### src/rtl/mem_access_unit.sv
`default_nettype none
// ============================================================================
// Module   : mem_access_unit
// Brief    : Load/store initiator for a big-endian byte-array data memory,
//            with sub-word read-modify-write and range fault detection.
// Revision : 1.0 - initial release
// ============================================================================
module mem_access_unit #(
    parameter int MEM_BYTES = 64
) (
    input  logic        clk,
    input  logic        rst,
    input  logic        req_valid,
    output logic        req_ready,
    input  logic        req_we,
    input  logic [1:0]  req_size,
    input  logic        req_signed,
    input  logic [31:0] req_addr,
    input  logic [31:0] req_wdata,
    output logic        resp_valid,
    output logic        resp_err,
    output logic [31:0] resp_rdata,
    output logic [31:0] mem_addr,
    output logic [31:0] mem_wdata,
    output logic        mem_wenable,
    output logic        mem_renable,
    input  logic [31:0] mem_rdata
);

    localparam logic [31:0] c_max_addr = 32'(MEM_BYTES - 4);

    typedef enum logic [1:0] {
        ST_IDLE  = 2'd0,
        ST_READ  = 2'd1,
        ST_WAIT  = 2'd2,
        ST_WRITE = 2'd3
    } state_t;

    state_t      r_state, w_state_nxt;
    logic        r_we;
    logic [1:0]  r_size;
    logic        r_signed;
    logic [15:0] r_wdata;

    logic        r_resp_valid, w_resp_valid_nxt;
    logic        r_resp_err,   w_resp_err_nxt;
    logic [31:0] r_resp_rdata, w_resp_rdata_nxt;
    logic [31:0] r_mem_addr,   w_mem_addr_nxt;
    logic [31:0] r_mem_wdata,  w_mem_wdata_nxt;
    logic        r_mem_wen,    w_mem_wen_nxt;
    logic        r_mem_ren,    w_mem_ren_nxt;

    logic        w_accept;
    logic        w_fault;
    logic [31:0] w_extract;
    logic [31:0] w_merge;

    assign req_ready   = (r_state == ST_IDLE);
    assign w_accept    = req_valid & req_ready;
    // Any address past MEM_BYTES-4 would touch bytes beyond the array; no wrap.
    assign w_fault     = (req_addr > c_max_addr) | (req_size == 2'b11);

    assign resp_valid  = r_resp_valid;
    assign resp_err    = r_resp_err;
    assign resp_rdata  = r_resp_rdata;
    assign mem_addr    = r_mem_addr;
    assign mem_wdata   = r_mem_wdata;
    assign mem_wenable = r_mem_wen;
    assign mem_renable = r_mem_ren;

    always_comb begin
        w_extract = mem_rdata;
        case (r_size)
            2'b00:   w_extract = r_signed ? {{24{mem_rdata[31]}}, mem_rdata[31:24]}
                                          : {24'h0, mem_rdata[31:24]};
            2'b01:   w_extract = r_signed ? {{16{mem_rdata[31]}}, mem_rdata[31:16]}
                                          : {16'h0, mem_rdata[31:16]};
            default: w_extract = mem_rdata;
        endcase
    end

    // Bytes following the target are written back with their current contents.
    assign w_merge = (r_size == 2'b00) ? {r_wdata[7:0], mem_rdata[23:0]}
                                       : {r_wdata[15:0], mem_rdata[15:0]};

    always_comb begin
        w_state_nxt      = r_state;
        w_resp_valid_nxt = 1'b0;
        w_resp_err_nxt   = 1'b0;
        w_resp_rdata_nxt = 32'h0;
        w_mem_addr_nxt   = r_mem_addr;
        w_mem_wdata_nxt  = r_mem_wdata;
        w_mem_wen_nxt    = 1'b0;
        w_mem_ren_nxt    = 1'b0;
        case (r_state)
            ST_IDLE: begin
                if (w_accept) begin
                    if (w_fault) begin
                        w_resp_valid_nxt = 1'b1;
                        w_resp_err_nxt   = 1'b1;
                    end else if (req_we && (req_size == 2'b10)) begin
                        w_mem_addr_nxt  = req_addr;
                        w_mem_wdata_nxt = req_wdata;
                        w_mem_wen_nxt   = 1'b1;
                        w_state_nxt     = ST_WRITE;
                    end else begin
                        w_mem_addr_nxt = req_addr;
                        w_mem_ren_nxt  = 1'b1;
                        w_state_nxt    = ST_READ;
                    end
                end
            end
            ST_READ: begin
                w_state_nxt = ST_WAIT;
            end
            ST_WAIT: begin
                if (r_we) begin
                    w_mem_wdata_nxt = w_merge;
                    w_mem_wen_nxt   = 1'b1;
                    w_state_nxt     = ST_WRITE;
                end else begin
                    w_resp_rdata_nxt = w_extract;
                    w_resp_valid_nxt = 1'b1;
                    w_state_nxt      = ST_IDLE;
                end
            end
            ST_WRITE: begin
                w_resp_valid_nxt = 1'b1;
                w_state_nxt      = ST_IDLE;
            end
            default: w_state_nxt = ST_IDLE;
        endcase
    end

    always_ff @(posedge clk or posedge rst) begin
        if (rst) begin
            r_state      <= ST_IDLE;
            r_resp_valid <= 1'b0;
            r_resp_err   <= 1'b0;
            r_resp_rdata <= 32'h0;
            r_mem_addr   <= 32'h0;
            r_mem_wdata  <= 32'h0;
            r_mem_wen    <= 1'b0;
            r_mem_ren    <= 1'b0;
        end else begin
            r_state      <= w_state_nxt;
            r_resp_valid <= w_resp_valid_nxt;
            r_resp_err   <= w_resp_err_nxt;
            r_resp_rdata <= w_resp_rdata_nxt;
            r_mem_addr   <= w_mem_addr_nxt;
            r_mem_wdata  <= w_mem_wdata_nxt;
            r_mem_wen    <= w_mem_wen_nxt;
            r_mem_ren    <= w_mem_ren_nxt;
        end
    end

    always_ff @(posedge clk or posedge rst) begin
        if (rst) begin
            r_we     <= 1'b0;
            r_size   <= 2'b00;
            r_signed <= 1'b0;
            r_wdata  <= 16'h0;
        end else if (w_accept) begin
            r_we     <= req_we;
            r_size   <= req_size;
            r_signed <= req_signed;
            r_wdata  <= req_wdata[15:0];
        end
    end

endmodule
`default_nettype wire

### config.mk
export PLATFORM = sky130hd
export DESIGN_NAME = mem_access_unit
export DESIGN_NICKNAME = d
export VERILOG_FILES = /design/src/rtl/mem_access_unit.sv
export SDC_FILE = /design/constraint.sdc
export NUM_CORES = 1
export LEC_CHECK = 0
export CORE_ASPECT_RATIO = 0.9
export CORE_MARGIN = 4
export CORE_UTILIZATION = 49
export CTS_BUF_LIST = sky130_fd_sc_hd__clkbuf_4
export CTS_CLUSTER_DIAMETER = 40
export DETAILED_ROUTE_END_ITERATION = 10
export PLACE_DENSITY = 0.86
export SLEW_MARGIN = 10
export SYNTH_ARGS = -nofsm -noshare
export SYNTH_HDL_FRONTEND = slang
export SYNTH_SLANG_ARGS = --single-unit
### constraint.sdc
create_clock -name clk -period 11.1 [get_ports clk]
set_input_delay 2.775 -clock clk [delete_from_list [all_inputs] [get_ports clk]]
set_output_delay 2.775 -clock clk [all_outputs]
set_load 0.02 [all_outputs]
Word-level counts from Yosys, hierarchy flattened. Cells that the tools add are included.

Bits of input ports: 103. Register bits after elaboration: 122.

Reductions and logical operators: 7. Multiplexer cells: 30. $lt $le $gt $ge: 1. Bitwise operators: 3. Equality and inequality tests: 10.

Operators with widths (number): $mux W32 (9); $pmux W32 S2 (2); $gt A32 B6 Y1 const B (1); $mux W1 (12); $eq A2 B2 Y1 const B (4); $mux W2 (4); $pmux W2 S4 (1); $reduce_and A5 Y1 (1); $eq A2 B1 Y1 const B (2); $logic_not A2 Y1 (2); $ne A2 B1 Y1 const B (2); $ne A2 B2 Y1 const B (2); $pmux W1 S3 (1); $reduce_and A3 Y1 (1); $pmux W1 S2 (1); $reduce_and A2 Y1 (1); $reduce_bool A2 Y1 (1); $and A1 B1 Y1 (1); $logic_and A1 B1 Y1 (1); $not A1 Y1 (1); $or A1 B1 Y1 (1).

Logic depth before layout (Yosys ltp).
Depth in word-level cells: 6. Depth in mapped cells: 7. Gate-level depth less buffers: 5.

Worst setup path before layout. Ideal clock, no wire load.

Kind: input to register. Start: in req_addr[14]. End: reg r_mem_addr[0], in the netlist mem_addr[0]. Library setup time: 0.125 ns. Arrival: 4.131 ns. Slack: 6.844 ns. Stages on the path: 5. Path through: nor4_2 nand3_2 nor4_4 buf_4 mux2_2.

Cells in the longest elaborated chain, start to end: 4.

RTL lines: start, declared (line 18) `input logic [31:0] req_addr,`; $gt A32 B6 Y1 (line 61) `assign w_fault = (req_addr > c_max_addr) | (req_size == 2'b11);`; $or A1 B1 Y1 (line 61); $not A1 Y1 (no source line); $reduce_and A3 Y1 (no source line); end signal, assigned (line 150) `r_mem_addr <= w_mem_addr_nxt;`; end, declared (line 48) `logic [31:0] r_mem_addr, w_mem_addr_nxt;`.

No other way between the ends. A chain may end at the register's enable or synchronous reset.

Final worst setup path.
Start: in req_valid. End: reg r_mem_addr[3], in the netlist mem_addr[3].

Cells in the longest elaborated chain, start to end: 2.

RTL lines: start, declared (line 13) `input logic req_valid,`; $and A1 B1 Y1 (line 59) `assign w_accept = req_valid & req_ready;`; $reduce_and A3 Y1 (no source line).

No other way between the ends.

==> flow_summary.yaml <==
drt:
  first_iter_violations: 548
  routedWlPerCell_microns: 18.9
  num_vias: 4425
  dr.pass1.iters: 5
  routed_wl_microns: 15800
  vias_per_cell: 5.30
  ant_nets: 0
  drcViolationCount: 0
floorplan:
  start_util_pct: 51.1
  core-area_sq_mm: 0.0104
  num_io_pins: 204
  chipWidth_microns: 118
  design.die.area_sq_mm: 0.0126
  fp-row-count: 35
  die_height_microns: 107
cts:
  cts_buffers: 17
  cts_resized: 0
  cts_buffer_depth: 2
  htree_levels: 4
  clock_latency_ns: 0.50
  cts_tree: "built"
  cts_root_buf: "clkbuf_4"
  cts_hold_buf: 0
  cts.clk_slew.worst_paths_ns: 0.10
  postCtsSetupBuffers: 0
  cts_sinks: 122
sta:
  rsz0062_at_grt: "no"
  min_period_over_period_pct: 41.7
  tns_ns: 0
  fin_crit_ns: 4.63
  fmax_mhz: 216
  tightestPinTransition_ns: 1.08
  setup_viol: 0
  slew_headroom_pct: 28.2
  finalClockSkew_ns: 0.0148
  timing.final.hold_violations: 0
  drv_slew: 0
synthesis:
  synth-seq-cells: 122
  yosysTopAreaCell: "dfrtp_1"
  ys_seq_area_share_pct: 57.3
  yosysUniqueCellTypes: 31
  syn-cell-area_sq_mm: 0.00533
  postSynthAreaPerCell_sq_um: 10.8
  synthesis.nets: 597
  synth_top_area_share_pct: 57.3
  yosys-top-cells-area: "dfrtp_1 (57%), nand2_1 (8.9%), mux2_4 (8.2%)"
  syn_inst: 494
  yosys_warnings: 0
global_route:
  grt_usage_pct: 25.3
  grt_max_degree: 65
  antenna_found_initial: 0
  grt_pass1_vias: 4633
  grt_pass1_wl_microns: 24700
  overflow: 0
place:
  gp_congestion: 0.859
  place_hpwl_microns: 11900
  dp.cells: 804
  place.port_buffers: 203
  postPlaceCellArea_sq_mm: 0.00743
power_and_ir_drop:
  p_leak_nw: 3.79
  p_total_uw: 949
  vdd.ir_drop.worst_mv: 0.0819
  power.density_mw_per_mm2: 122
setup_path:
  end_kind: "flop"
  worstPathRequired_ns: 11.48
  r2r-end: "mem_addr[3]$_DFFE_PP0P_"
  crit_path_end: "mem_addr[3]$_DFFE_PP0P_"
  worstPathArrival_ns: 5.01
  critPathLaunchType: "input pin"
  crit_fanout: 33
  worst-setup-path-type: "in -> reg"
  rrSetupSlack_ns: 8.61
  r2r_cells: 5
  crit_start: "req_valid"
  reg2reg_from: "r_state[0]$_DFFE_PP0P_"
cells_and_area:
  final_cell_mix: "clkdlybuf4s50_1 (203), nand2_1 (127), dfrtp_1 (122)"
  stdcell_count: 835
  utilization_pct: 74.5
  layout_commonest_cell: "clkdlybuf4s50_1"
  layout.nets: 797
  fin_area_sq_mm: 0.00776
  area_growth_pct: 45.7
  drive_gt1_share_pct: 12.5
  antennaDiodeCount: 0
min_path:
  hold_class: "reg -> reg"
  min-delay-start: "r_wdata[13]$_DFFE_PP0P_"
run_status:
  status: "complete, no violations"
job:
  cap_violations: 0
power breakdown:
part | internal [mW] | total (mW) | leakage, nW | switching [mW]
registers | 0.456 | 0.467 | 1.61 | 0.0108
clock network | 0.180 | 0.354 | 0.172 | 0.175
logic | 0.0657 | 0.128 | 2.01 | 0.0624
critical path, cell delays in order:
cell and delay [ns]:
clkdlybuf4s50_1 0.56, nand2_1 0.49, nor4_4 0.44, buf_4 0.36
mux2_2 0.37
cell type report:
type	instances	area, sq um
clock buffer	17	128
clock inverter	14	199
fill	721	2660
inverter	20	77.6
multi-input combinational	324	2070
sequential	122	3050
tap	129	161
timing repair buffer	209	2080
state kept, by name, indices dropped and copies added (netlist names):
| signal | cells |
|---|---|
| mem_addr | 32 |
| mem_renable | 1 |
| mem_wdata | 32 |
| mem_wenable | 1 |
| r_signed | 1 |
| r_size | 2 |
| r_state | 2 |
| r_wdata | 16 |
| r_we | 1 |
| resp_err | 1 |
| resp_rdata | 32 |
| resp_valid | 1 |
cell usage after synthesis, drive strengths merged:
cell type    n
o21ai       20
nor3         1
a211oi       1
mux2        38
dfrtp      122
nand2b       2
or3          1
inv         20
nand4        2
and2         1
a21oi       34
nor2        25
mux2i       24
nor4         8
clkbuf      20
nand2      127
a21boi       1
nor2b       29
nand3        3
a31oi        1
buf          8
a22oi        6
cell families (layout without fill, tap and decap cells):
family | after synthesis | in the layout | share of synthesized area (%)
and+or+nand+nor | 199 | 199 | 17.6
DFF | 122 | 122 | 57.3
AOI/OAI and AO/OA | 63 | 63 | 6.60
muxes | 62 | 62 | 14.6
buffers and inverters | 48 | 260 | 3.92
metrics by stage:
step           worst slack [ns]  hold WS [ns]
2_1_floorplan              5.08         0.445
3_3_place_gp               6.05         0.458
3_5_place_dp               5.93         0.464
4_1_cts                    6.43         0.488
5_1_grt                    6.32         0.496
6_report                   6.47         0.490
layer usage:
layer  up-vias  GRT usage, %  wire, microns
li1       2024             -              -
met1      2114          30.9           6250
met2       267          42.0           7630
met3        20          9.65           1660
met4         0          8.03            220
met5         -             0              0
worst min path at each step:
stage,cells past startpoint,endpoint
final,2,r_wdata[13]$_DFFE_PP0P_
after CTS,2,r_wdata[13]$_DFFE_PP0P_
after global routing,2,r_wdata[13]$_DFFE_PP0P_
after floorplan,2,r_wdata[10]$_DFFE_PP0P_
after detailed placement,2,r_wdata[13]$_DFFE_PP0P_
after global placement,2,r_wdata[15]$_DFFE_PP0P_
(Power assumes the default switching activity.)
